## config.mk

```make
export PLATFORM = sky130hd
export DESIGN_NAME = fetch_sequencer
export DESIGN_NICKNAME = d
export VERILOG_FILES = /design/src/rtl/fetch_sequencer.sv
export SDC_FILE = /design/constraint.sdc
export NUM_CORES = 1
export LEC_CHECK = 0
export CORE_MARGIN = 10
export CORE_UTILIZATION = 42
export CTS_CLUSTER_DIAMETER = 50
export DETAILED_ROUTE_END_ITERATION = 6
export PLACE_DENSITY = 0.83
export REMOVE_ABC_BUFFERS = 1
export SLEW_MARGIN = 20
export SYNTH_ARGS = -nofsm -noshare
export SYNTH_HDL_FRONTEND = slang
export SYNTH_SLANG_ARGS = --single-unit
```

## constraint.sdc

```tcl
create_clock -name clock -period 3 [get_ports clock]
set_input_delay 0.75 -clock clock [delete_from_list [all_inputs] [get_ports clock]]
set_output_delay 0.75 -clock clock [all_outputs]
set_load 0.05 [all_outputs]
```

## src/rtl/fetch_sequencer.sv

```systemverilog
// Instruction-fetch controller: steps the register-file PC through instruction memory,
// assembles two bytes into a 16-bit instruction and services branch loads.
module fetch_sequencer (
  input  logic        clock,
  input  logic        reset,
  input  logic        run,
  input  logic        branch_req,
  input  logic [7:0]  branch_addr,
  input  logic [7:0]  mem_data,
  input  logic        ir_ready,
  output logic [3:0]  arf_rsel,
  output logic [1:0]  arf_funsel,
  output logic [1:0]  arf_obsel,
  output logic [7:0]  arf_input,
  output logic        mem_en,
  output logic [15:0] ir,
  output logic        ir_valid,
  output logic        busy
);

  typedef enum logic [2:0] {
    CLR,
    IDLE,
    FETCH_LO,
    FETCH_HI,
    HOLD,
    BRANCH
  } state_t;

  localparam logic [3:0] RSEL_NONE = 4'b0000;
  localparam logic [3:0] RSEL_PC   = 4'b1000;
  localparam logic [1:0] FUN_CLEAR = 2'b00;
  localparam logic [1:0] FUN_LOAD  = 2'b01;
  localparam logic [1:0] FUN_INC   = 2'b11;

  state_t state, state_next;
  logic   take_branch;

  // NOTE: sequential state uses non-blocking assignments so every register samples
  // pre-edge values, independent of block ordering.
  always_ff @(posedge clock) begin
    if (reset) state <= CLR;
    else       state <= state_next;
  end

  // Branch requests are only honoured where the PC is idle; elsewhere they are dropped.
  assign take_branch = branch_req && (state == IDLE || state == HOLD);

  always_ff @(posedge clock) begin
    if (reset) begin
      ir        <= '0;
      arf_input <= '0;
    end else begin
      if (state == FETCH_LO) ir[7:0]  <= mem_data;
      if (state == FETCH_HI) ir[15:8] <= mem_data;
      if (take_branch)       arf_input <= branch_addr;
    end
  end

  // NOTE: every output of this block is given a default first so no path leaves a
  // signal unassigned, which would otherwise infer a latch.
  always_comb begin
    state_next = state;
    arf_rsel   = RSEL_NONE;
    arf_funsel = FUN_CLEAR;
    arf_obsel  = 2'b11;
    mem_en     = 1'b0;
    ir_valid   = 1'b0;
    busy       = 1'b0;

    unique case (state)
      CLR: begin
        arf_rsel   = RSEL_PC;
        arf_funsel = FUN_CLEAR;
        busy       = 1'b1;
        state_next = IDLE;
      end
      IDLE: begin
        if (branch_req) state_next = BRANCH;
        else if (run)   state_next = FETCH_LO;
      end
      FETCH_LO: begin
        arf_rsel   = RSEL_PC;
        arf_funsel = FUN_INC;
        mem_en     = 1'b1;
        busy       = 1'b1;
        state_next = FETCH_HI;
      end
      FETCH_HI: begin
        arf_rsel   = RSEL_PC;
        arf_funsel = FUN_INC;
        mem_en     = 1'b1;
        busy       = 1'b1;
        state_next = HOLD;
      end
      HOLD: begin
        ir_valid = 1'b1;
        if (branch_req)    state_next = BRANCH;
        else if (ir_ready) state_next = run ? FETCH_LO : IDLE;
      end
      BRANCH: begin
        arf_rsel   = RSEL_PC;
        arf_funsel = FUN_LOAD;
        busy       = 1'b1;
        state_next = run ? FETCH_LO : IDLE;
      end
      default: state_next = CLR;
    endcase
  end

endmodule

```

# Yosys cells after proc, flatten, opt, wreduce, memory -nomap -nowiden
# Cells that the tools add are included.
dict set report word_totals {
  ff_bits 27
  word_cells 28
}
dict set report classes {
  eq_ne 7
  mux 11
  n_reduce_logical 6
}
# operator n
set op_table {}
lappend op_table {{3-bit one-hot mux with 6 select lines} 1}
lappend op_table {{3-bit two-way mux} 4}
lappend op_table {{3-bit by 2-bit equality test with 1-bit output, second input constant} 2}
lappend op_table {{3-bit equality test, second input constant} 2}
lappend op_table {{3-bit != test, second input constant} 2}
lappend op_table {{4-bit two-way mux} 1}
lappend op_table {{2-bit one-hot mux with 2 select lines} 1}
lappend op_table {{4-bit OR reduction} 1}
lappend op_table {{3-bit by 1-bit equality test with 1-bit output, second input constant} 1}
lappend op_table {{3-bit logical NOT} 1}
lappend op_table {{1-bit two-way mux} 3}
lappend op_table {{2-bit two-way mux} 1}
lappend op_table {{2-bit AND reduction} 1}
lappend op_table {{2-bit OR reduction} 1}
lappend op_table {{1-bit logical AND} 1}
lappend op_table {{1-bit logical OR} 1}

# Logic depth before layout (Yosys ltp)
# Gate-level depths: netlist of run 1.
dict set report depth {
  ltp_word 4
  ltp_mapped 5
}

# Least setup slack after synthesis of run 1
# No wires, ideal clock.
dict set report synth_path {
  path_type {flip-flop to output port}
  start {register state[0]}
  end {output port arf_rsel[3]}
  stages_incl_launch_ff 5
  arrival_ns 1.797
  n_path_buf 2
  setup_slack_ns 0.453
  cell_sequence {dfxtp_1 -> buf_4 -> nor2b_1 -> xnor2_1 -> buf_4}
}
dict set report synth_between {
  elab_chain_cells 3
  word_cells_on_any_way 6
  classes_between {eq/ne (3); mux (1); reduce/logical (2)}
}
# element line
set synth_lines {}
lappend synth_lines {{start, declared} 36} ;# state_t state, state_next;
lappend synth_lines {{start signal, assigned} 43} ;# else state <= state_next;
lappend synth_lines {{3-bit by 2-bit equality test with 1-bit output, or another cell as far along} 71} ;# unique case (state)
lappend synth_lines {{4-bit OR reduction (no line) (*)} n/a}
lappend synth_lines {{4-bit two-way mux (*)} 71}
lappend synth_lines {{end, declared} 11} ;# output logic [3:0] arf_rsel,
# Every way passes the cells marked *; elsewhere a longest branch is shown, timed or not.

# Final worst setup path of run 1
dict set report layout_path {
  start {register state[2]}
  end {output port ir_valid}
}
dict set report layout_between {
  elab_chain_cells 2
}
# element line
set layout_lines {}
lappend layout_lines {{3-bit equality test} 71}
lappend layout_lines {{1-bit two-way mux} 71}
lappend layout_lines {{end, declared} 17} ;# output logic ir_valid,
# Every way passes these cells.

==> results of run 1 <==
area by class of cell:
class,instances,area share [%]
Timing Repair Buffer,53,31.1
Multi-Input combinational cell,92,32.4
Clock buffer,3,1.36
Sequential cell,27,32.6
Clock inverter,1,0.302
Tap cell,30,2.26
power breakdown:
| part | internal, mW | total [mW] | switching [mW] |
|---|---|---|---|
| combinational | 0.101 | 0.276 | 0.175 |
| clock | 0.0500 | 0.158 | 0.108 |
| sequential | 0.378 | 0.392 | 0.0144 |
stage by stage:
step	cells	cell area [µm²]	setup WS, ps	util (%)	total power, mW
floorplan	119	1080	38.9	-	0.573
global placement	202	1630	741	64.1	0.672
detailed placement	202	1630	695	64.1	0.677
CTS	206	1660	317	65.1	0.833
global route	206	1660	231	65.1	0.861
finish	206	1660	333	65.1	0.826
flip-flops by register name (all words and copies together) (netlist names):
name / cells
arf_input: 8
state: 3
ir: 16
cell families (layout without fill, tap and decap cells):
family                    after synthesis  in the layout
DFF                                    27             27
and+or+nand+nor                        51             51
AOI/OAI and AO/OA                      18             18
muxes                                  16             16
xor gates and xnor gates                2              2
buffers and inverters                  14             57
other                                   2              5
cells in the final DEF, fill, tap and decap left out, drive strengths merged, types with 2 or more instances in the layout:
cell / n
nand3: 8
o21ai: 2
xnor2: 2
nor2b: 2
buf: 6
clkbuf: 3
dfxtp: 27
clkdlybuf4s50: 47
nor2: 23
a21oi: 11
conb: 5
nand2: 9
and2b: 2
mux2i: 16
nand2b: 3
a31oi: 2
nor3: 2
synthesized netlist by cell type, drive strengths merged:
cell type and number:
dfxtp 27, nand2b 3, mux2i 16, xnor2 2, o211a 1, conb 2
nor3b 1, o21bai 1, and2 1, nor2 23, clkbuf 5, nor3 2
buf 9, nand2 9, a21o 1, nand3 8, nor2b 2, a21oi 11
o21ai 2, a31oi 2, and2b 2
worst reg2reg max path: cells and delay by family (launching register included):
family,cells,cell delay [ps]
buf+inv,1,170
flops,1,460
mux,1,250
simple gates,3,780
per-layer routing:
layer  vias up  part of all wire [%]  global-route usage, %
met2        39                    48                   19.0
met4         0                  0.58                   3.23
met5         -                     0                      0
met1       482                    38                   12.2
met3         2                    14                   7.35
li1        516                     -                      -
worst paths after layout:
| kind | from | slack [ps] | depth (start not counted) | end |
|---|---|---|---|---|
| setup / recovery | state[2]$_SDFFE_PP0P_ | 330 | 2 | ir_valid |
| setup reg to reg | state[2]$_SDFFE_PP0P_ | 1220 | 5 | ir[5]$_SDFFE_PP0P_ |
| hold reg to reg | ir[10]$_SDFFE_PP0P_ | 470 | 2 | ir[10]$_SDFFE_PP0P_ |
| hold / removal | ir[10]$_SDFFE_PP0P_ | 470 | 2 | ir[10]$_SDFFE_PP0P_ |
==> summary.md, run 1 <==
| Metric | Value |
|---|---|
| Routed WL per cell | `15.1 µm` |
| Required @ worst endpoint | `2250 ps` |
| TritonRoute pass-1 iters | `4` |
| Layout area overhead | `44.2%` |
| Total Wirelength | `3.11 mm` |
| Max-slew violation count | `0` |
| Multi-input gate area | `537 µm²` |
| ANT nets after route | `0` |
| Placement Rows | `18` |
| Overflow after GRT | `0` |
| Slew margin rel. | `62.9%` |
| Routability cong. | `0.726` |
| Setup tns final | `0 ps` |
| Synth Area per Inst | `8.85 µm²` |
| Initial core utilization | `45.2%` |
| Drt initial violations | `52` |
| Layout Skew | `8.56 ps` |
| Crit-path max FO | `13` |
| FMAX | `375 MHz` |
| Worst path buffer plus inverter count | `1` |
| Via count | `1,039` |
| CTS tree | `built` |
| Startpoint Class | `register` |
| Yosys warns | `0` |
| Sequential cell area | `541 µm²` |
| Clk Latency, worst-skew pair | `320 ps` |
| CP max stage cell | `clkdlybuf4s50_1` |
| Post-Synth Simple-Gate Area | `20.7%` |
| Crit path kind | `reg -> out` |
| Number of vias per cell | `5.04` |
| Layout cells sized above 1 | `6.25%` |
| Worst-margin pin slew | `555 ps` |
| DIE WIDTH | `72.3 µm` |
| Initial antenna violation count | `0` |
| CTS root buf | `clkbuf_4` |
| Post-DP HPWL | `2.43 mm` |
| RSZ-0062 raised after global routing | `false` |
| Top post-synthesis cells by area | `dfxtp_1 (47%), mux2i_1 (14%), nor2_1 (7.2%)` |
| Die Height | `72.3 µm` |
| Sink Count | `27` |
| Synth Area in Compound Gates | `8.92%` |
| Mux contribution to synthesized area | `13.9%` |
| Final setup vio count | `0` |
| Area leader, netlist | `dfxtp_1` |
| Die ar. | `0.00523 mm²` |
| Post-Syn Instances | `130` |
| Worst Hold Class | `reg -> reg` |
| Yosys top cell area share | `47.0%` |
| Main combinational cell family by area after synthesis | `simple AND/OR/NAND/NOR gates` |
| Synth Area in XOR/XNOR | `1.52%` |
| Crit. End Element | `output port` |
| Fin nets | `198` |
| Cts bufs inserted | `3` |
| Largest net degree at the start of global routing | `19` |
| Max stage delay on crit path | `800 ps` |
| Global-route wire length before repair | `5.02 mm` |
| Post-synthesis sequential area ratio | `47.0%` |
| N_diodes | `0` |
| Max H-tree Level | `1` |
| Clock tree buffer depth | `2` |
| Post-cts resize count | `0` |
| Fin Hold WS | `469 ps` |
| Clock slew at reported path FFs | `150 ps` |
| DR DRC count | `0` |
| Final Cycle Share | `88.9%` |
| Synthesized area | `0.00115 mm²` |
| CP delay by family, top | `buffers and inverters` |
| Max-cap viol count | `0` |
| Unique cell type count in the Yosys netlist | `23` |
| Worst path arrival time | `1920 ps` |
| Post-synthesis adder-cell area fraction | `0%` |
| Lkg Pwr | `0.621 nW` |
| VDD IR-drop max | `0.385 mV` |
| CORE AREA | `0.00254 mm²` |
| Setup bufs post-CTS | `0` |
| Crit-path cells | `and2_1 > clkdlybuf4s50_1` |
| Status | `finished, final reports clean` |
| #FFs+latches synth | `27` |
| Filler cells | `224` |
| Final hold vios | `0` |
| Post-CTS Hold Buffers | `0` |
| # port buffers | `50` |
| Final min period | `2670 ps` |
| Vias in the first global route | `1,030` |
| Power Density | `499 mW/mm²` |
| Tot GR Track Use | `11.7%` |
| Num ports | `56` |
(Power assumes the default switching activity.)
==> run 2, diff against run 1 <==
==> constraint.sdc (replaced) <==
create_clock -name clock -period 3 [get_ports clock]
set_input_delay 0.75 -clock clock [delete_from_list [all_inputs] [get_ports clock]]
set_output_delay 0.75 -clock clock [all_outputs]
set_load 0.01 [all_outputs]
==> run 2 against run 1 <==
Flip-flop and latch count stayed put; register-to-register slack worse by 60 ps; worst hold slack better by 4.7 ps; critical path depth is 1 higher; sequential share of layout area hardly changed; maximum frequency is 1.7% lower; core utilization is 0.098 points higher; global-route usage is 0.58 points higher; critical path type unchanged.
==> summary.md, run 2 (synthesis results as in run 1) <==
| Metric | Value |
|---|---|
| N_diodes | `0` |
| Max stage delay on crit path | `590 ps` |
| Biggest register | `ir` |
| DR DRC count | `0` |
| Global-route wire length before repair | `5.14 mm` |
| Crit path kind | `reg -> out` |
| Worst path arrival time | `1960 ps` |
| Commonest non-fill, non-tap cell in the layout | `clkdlybuf4s50_1` |
| Layout Skew | `9.97 ps` |
| Hold path start | `ir[12]$_SDFFE_PP0P_` |
| Initial core utilization | `45.2%` |
| Post-DP HPWL | `2.48 mm` |
| CTS tree | `built` |
| Max-slew violation count | `0` |
| Crit path depth | `3` |
| ANT nets after route | `0` |
| Routed WL per cell | `15.8 µm` |
| # port buffers | `50` |
| CTS root buf | `clkbuf_4` |
| Final Cycle Share | `90.4%` |
| Hold path cells | `2` |
| TritonRoute pass-1 iters | `4` |
| Clock power frac | `22.1%` |
| VDD IR-drop max | `0.331 mV` |
| Startpoint of the worst register-to-register path | `state[2]$_SDFFE_PP0P_` |
| Clock slew at reported path FFs | `150 ps` |
| Power Density | `449 mW/mm²` |
| Commonest non-fill, non-tap cells in the layout | `clkdlybuf4s50_1 (50), dfxtp_1 (27), nor2_1 (22)` |
| Vias in the first global route | `1,047` |
| Overflow after GRT | `0` |
| Initial antenna violation count | `0` |
| Number of vias per cell | `5.20` |
| Setup tns final | `0 ps` |
| Die Height | `72.3 µm` |
| Comb pwr share | `25.3%` |
| Clk Latency, worst-skew pair | `340 ps` |
| Max-cap viol count | `0` |
| Crit-path max FO | `13` |
| CORE AREA | `0.00254 mm²` |
| Sink Count | `27` |
| Post-layout util | `65.2%` |
| Status | `finished, final reports clean` |
| Die ar. | `0.00523 mm²` |
| Final min period | `2710 ps` |
| CP delay by family, top | `flip-flops` |
| Setup bufs post-CTS | `0` |
| Register share of total power | `52.6%` |
| Largest regs | `ir (16), arf_input (8), state (3)` |
| Layout area overhead | `44.4%` |
| Sw Share | `28.7%` |
| Worst reg2reg path endpoint | `ir[3]$_SDFFE_PP0P_` |
| FMAX | `369 MHz` |
| Max reg flops | `16` |
| Crit-path cells | `and2b_1 > a21o_1 > clkdlybuf4s50_1` |
| Worst path buffer plus inverter count | `1` |
| Filler cells | `214` |
| Worst Hold Class | `reg -> reg` |
| Fin nets | `197` |
| Routability cong. | `0.751` |
| Largest net degree at the start of global routing | `19` |
| Tot GR Track Use | `12.2%` |
| Startpoint Class | `register` |
| Required @ worst endpoint | `2250 ps` |
| R2R setup slack | `1160 ps` |
| Slew margin rel. | `58.7%` |
| Crit. End Element | `output port` |
| Switch Pwr | `0.214 mW` |
| Worst-margin pin slew | `617 ps` |
| Clock tree buffer depth | `2` |
| Total Wirelength | `3.24 mm` |
| Hold worst-path end | `ir[12]$_SDFFE_PP0P_` |
| Via count | `1,067` |
| CP max stage cell | `dfxtp_1` |
| Drt initial violations | `36` |
| RSZ-0062 raised after global routing | `false` |
| Layout cells sized above 1 | `4.00%` |
| Cts bufs inserted | `3` |
| Placement Rows | `18` |
| Post-cts resize count | `0` |
| Post-CTS Hold Buffers | `0` |
| Final hold vios | `0` |
| Cell Int Power | `0.532 mW` |
| Max H-tree Level | `1` |
| Num ports | `56` |
| Lkg Pwr | `0.608 nW` |
| Final setup vio count | `0` |
| R2r worst-path depth | `4` |
| DIE WIDTH | `72.3 µm` |
[run 2: cell count changes in the layout (fill, tap and decap cells not counted), sizes merged]
cell           before  now
buf                 6    2
clkdlybuf4s50      47   50
clkinvlp            0    1
clkinv              1    0
[run 2: metrics by stage]
stage	setup WS [ps]	total power [mW]	hold WS, ps	instances	instance area, µm²
2_1_floorplan	1150	0.484	474	119	1080
3_3_place_gp	699	0.583	443	201	1630
3_5_place_dp	674	0.589	455	201	1630
4_1_cts	269	0.757	475	205	1660
5_1_grt	135	0.793	488	205	1660
6_report	287	0.746	474	205	1660
[run 2: worst register-to-register path, delay by kind of cell, from the launching register on]
| kind | cells | cell delay (ps) |
|---|---|---|
| simple gates | 3 | 1030 |
| flops | 1 | 460 |
| mux | 1 | 240 |
[run 2: final cells by class]
type | instances | area, µm² | area share (%)
multi-input cells | 92 | 537 | 32.3
clock inverters | 1 | 7.51 | 0.452
clock buffers | 3 | 22.5 | 1.36
well taps | 30 | 37.5 | 2.26
repair buffers | 52 | 515 | 31.0
flip-flops and latches | 27 | 541 | 32.6
[run 2: worst max-delay path by stage]
stage / startpoint / endpoint / slack (ps)
2_1_floorplan: state[0]$_SDFFE_PP0P_ / arf_rsel[3] / 1150
3_3_place_gp: state[2]$_SDFFE_PP0P_ / arf_funsel[0] / 700
3_5_place_dp: state[2]$_SDFFE_PP0P_ / arf_funsel[0] / 670
4_1_cts: state[2]$_SDFFE_PP0P_ / arf_funsel[0] / 270
5_1_grt: state[2]$_SDFFE_PP0P_ / arf_funsel[0] / 130
6_report: state[2]$_SDFFE_PP0P_ / arf_funsel[0] / 290
[run 2: layer usage]
| layer | global-route usage [%] | vias to the layer above | wire [µm] |
|---|---|---|---|
| met1 | 13.1 | 501 | 1170 |
| met3 | 7.35 | 7 | 446 |
| met4 | 6.67 | 0 | 86 |
| met2 | 18.4 | 50 | 1530 |
| met5 | 0 | - | 0 |
| li1 | - | 509 | - |
[run 2: power groups by stage]
stage	clock network (mW)	registers [mW]	logic, mW
final	0.165	0.392	0.189
after detailed placement	0	0.400	0.190
after CTS	0.175	0.392	0.190
after global routing	0.191	0.395	0.206
after floorplan	0	0.409	0.0746
after global placement	0	0.398	0.184
==> run 3, diff against run 2 <==
--- a/config.mk
+++ b/config.mk
@@ -5,11 +5,12 @@
 export SDC_FILE = /design/constraint.sdc
 export NUM_CORES = 1
 export LEC_CHECK = 0
+export ABC_AREA = 1
 export CORE_MARGIN = 10
 export CORE_UTILIZATION = 42
 export CTS_CLUSTER_DIAMETER = 50
 export DETAILED_ROUTE_END_ITERATION = 6
-export PLACE_DENSITY = 0.83
+export PLACE_DENSITY = 0.84
 export REMOVE_ABC_BUFFERS = 1
 export SLEW_MARGIN = 20
 export SYNTH_ARGS = -nofsm -noshare
==> constraint.sdc (replaced) <==
create_clock -name clock -period 3.2 [get_ports clock]
set_input_delay 0.8 -clock clock [delete_from_list [all_inputs] [get_ports clock]]
set_output_delay 0.8 -clock clock [all_outputs]
set_load 0.01 [all_outputs]
==> run 3 against run 2 <==
Synthesized cell count grew 17%; setup slack gained 130 ps; sequential share of layout area grew 0.68 points; via count grew 1.8%; register-to-register slack gained 610 ps; cell count grew 12%; power grew 12%; clock skew shrank 6.2 ps; die area shrank 2.4%; critical path type unchanged; critical endpoint unchanged; largest cell class unchanged.
==> summary.md, run 3 <==
| Metric | Value |
|---|---|
| Worst path buffer plus inverter count | `2` |
| VDD IR-drop max | `0.313 mV` |
| Crit-path cells | `inv_2 > nor2_1 > nand2_1 > o21ai_0 > clkdlybuf4s50_1` |
| Layout Skew | `3.80 ps` |
| RSZ-0062 raised after global routing | `false` |
| N_diodes | `0` |
| Synthesized area | `0.00111 mm²` |
| Setup bufs post-CTS | `0` |
| Final hold vios | `0` |
| Post-synth top cells | `nor2_1 (55), dfxtp_1 (27), o21ai_0 (26), nand2_1 (10), inv_1 (9)` |
| Yosys top cell area share | `48.6%` |
| # port buffers | `50` |
| Clock slew at reported path FFs | `140 ps` |
| Post-CTS Hold Buffers | `0` |
| Power Density | `515 mW/mm²` |
| Placement Rows | `18` |
| Post-DP HPWL | `2.46 mm` |
| Crit. End Element | `output port` |
| FMAX | `360 MHz` |
| Post-Syn Instances | `152` |
| CTS tree | `built` |
| Setup tns final | `0 ps` |
| Worst Hold Class | `reg -> reg` |
| Commonest non-fill, non-tap cells in the layout | `nor2_1 (55), clkdlybuf4s50_1 (50), dfxtp_1 (27)` |
| Global-route wire length before repair | `4.84 mm` |
| Post-cts resize count | `0` |
| Worst-margin pin slew | `542 ps` |
| Post-synth EDFFs | `0` |
| Post-synth top flop | `dfxtp_1` |
| Yosys warns | `0` |
| Die ar. | `0.00510 mm²` |
| Top post-synthesis cells by area | `dfxtp_1 (49%), nor2_1 (19%), o21ai_0 (12%)` |
| CP max stage cell | `clkdlybuf4s50_1` |
| Post-synthesis sequential area ratio | `48.6%` |
| Biggest register | `ir` |
| Unique cell type count in the Yosys netlist | `18` |
| Overflow after GRT | `0` |
| DR DRC count | `0` |
| Final setup vio count | `0` |
| Sink Count | `27` |
| CORE AREA | `0.00250 mm²` |
| Drt initial violations | `72` |
| Lkg Pwr | `0.680 nW` |
| R2r worst-path depth | `7` |
| Required @ worst endpoint | `2400 ps` |
| Max stage delay on crit path | `590 ps` |
| #FFs+latches synth | `27` |
| Power, Total | `0.838 mW` |
| Cts bufs inserted | `3` |
| Crit-path max FO | `7` |
| DIE WIDTH | `71.4 µm` |
| Crit path kind | `reg -> out` |
| Layout cells sized above 1 | `4.50%` |
| Startpoint Class | `register` |
| Largest regs | `ir (16), arf_input (8), state (3)` |
| Clk Latency, worst-skew pair | `310 ps` |
| Layout area overhead | `46.4%` |
| Num ports | `56` |
| Max-cap viol count | `0` |
| Status | `finished, final reports clean` |
| Worst path arrival time | `1980 ps` |
| Final min period | `2780 ps` |
| Max reg flops | `16` |
| Synth Area per Inst | `7.31 µm²` |
| Commonest non-fill, non-tap cell in the layout | `nor2_1` |
| Final Cycle Share | `86.9%` |
| Fin nets | `222` |
| Tot GR Track Use | `11.3%` |
| Die Height | `71.4 µm` |
| CP delay by family, top | `buffers and inverters` |
| CTS root buf | `clkbuf_4` |
| TritonRoute pass-1 iters | `6` |
| Max-slew violation count | `0` |
| Asr flop ratio synth | `0%` |
| Number of vias per cell | `4.72` |
| Via count | `1,086` |
| Hold path cells | `2` |
| Vias in the first global route | `1,046` |
| Clock tree buffer depth | `2` |
| Routability cong. | `0.756` |
| Initial core utilization | `44.4%` |
| Initial antenna violation count | `0` |
| ANT nets after route | `0` |
| Largest net degree at the start of global routing | `25` |
| Routed WL per cell | `13.2 µm` |
| Crit path depth | `5` |
| Area leader, netlist | `dfxtp_1` |
| Total Wirelength | `3.03 mm` |
| Max H-tree Level | `1` |
| Slew margin rel. | `63.8%` |
| Most frequent cell after synthesis | `nor2_1` |
-- run 3: where the power goes --
group	internal, mW	total [mW]	switching, mW
Sequential	0.378	0.404	0.0258
Clock	0.0476	0.145	0.0979
Combinational	0.145	0.289	0.144
-- run 3: worst register-to-register path, delay by kind of cell (launching register included) --
family                 cells  cell delay, ps
DFF                        1             370
and+or+nand+nor            5             560
buffers and inverters      2             460
-- run 3: worst paths after layout --
kind,slack (ps),endpoint,startpoint
worst min register to register,500,arf_input[0]$_SDFFE_PP0P_,arf_input[0]$_SDFFE_PP0P_
worst max register to register,1770,arf_input[3]$_SDFFE_PP0P_,state[1]$_SDFFE_PP0P_
worst min-delay path,500,arf_input[0]$_SDFFE_PP0P_,arf_input[0]$_SDFFE_PP0P_
worst max-delay path,420,arf_funsel[0],state[2]$_SDFFE_PP0P_
-- run 3: metrics by stage --
stage	worst slack [ps]	util [%]	hold WS [ps]	cells	cell area, µm²
floorplan	1450	-	512	146	1060
global placement	937	63.9	462	226	1600
detailed placement	804	63.9	471	226	1600
CTS	448	65.1	499	230	1630
global route	348	65.1	520	230	1630
finish	420	65.1	497	230	1630
-- run 3: kinds of logic (layout without fill, tap and decap cells) --
| group | Yosys count | count (layout) | synth area share, % |
|---|---|---|---|
| flip-flops | 27 | 27 | 48.6 |
| AND/OR/NAND/NOR | 74 | 74 | 27.8 |
| AO/OA/AOI/OAI | 29 | 29 | 13.4 |
| buffers and inverters | 20 | 65 | 9.46 |
| other | 2 | 5 | 0.676 |
-- run 3: final cells by class --
cell class / count / area [µm²]
Sequential cell: 27 / 541
Clock inverter: 1 / 7.51
Timing Repair Buffer: 50 / 500
Inverter: 11 / 41.3
Tap cell: 30 / 37.5
Multi-Input combinational cell: 108 / 477
Clock buffer: 3 / 22.5
Fill cell: 212 / 873
-- run 3: per-layer routing --
layer  part of all wire, %  track usage [%]  vias to the layer above
li1                      -                -                      568
met1                    39             11.0                      477
met2                    52             21.3                       37
met3                   8.1             4.55                        4
met4                   1.2             3.23                        0
met5                     0                0                        -
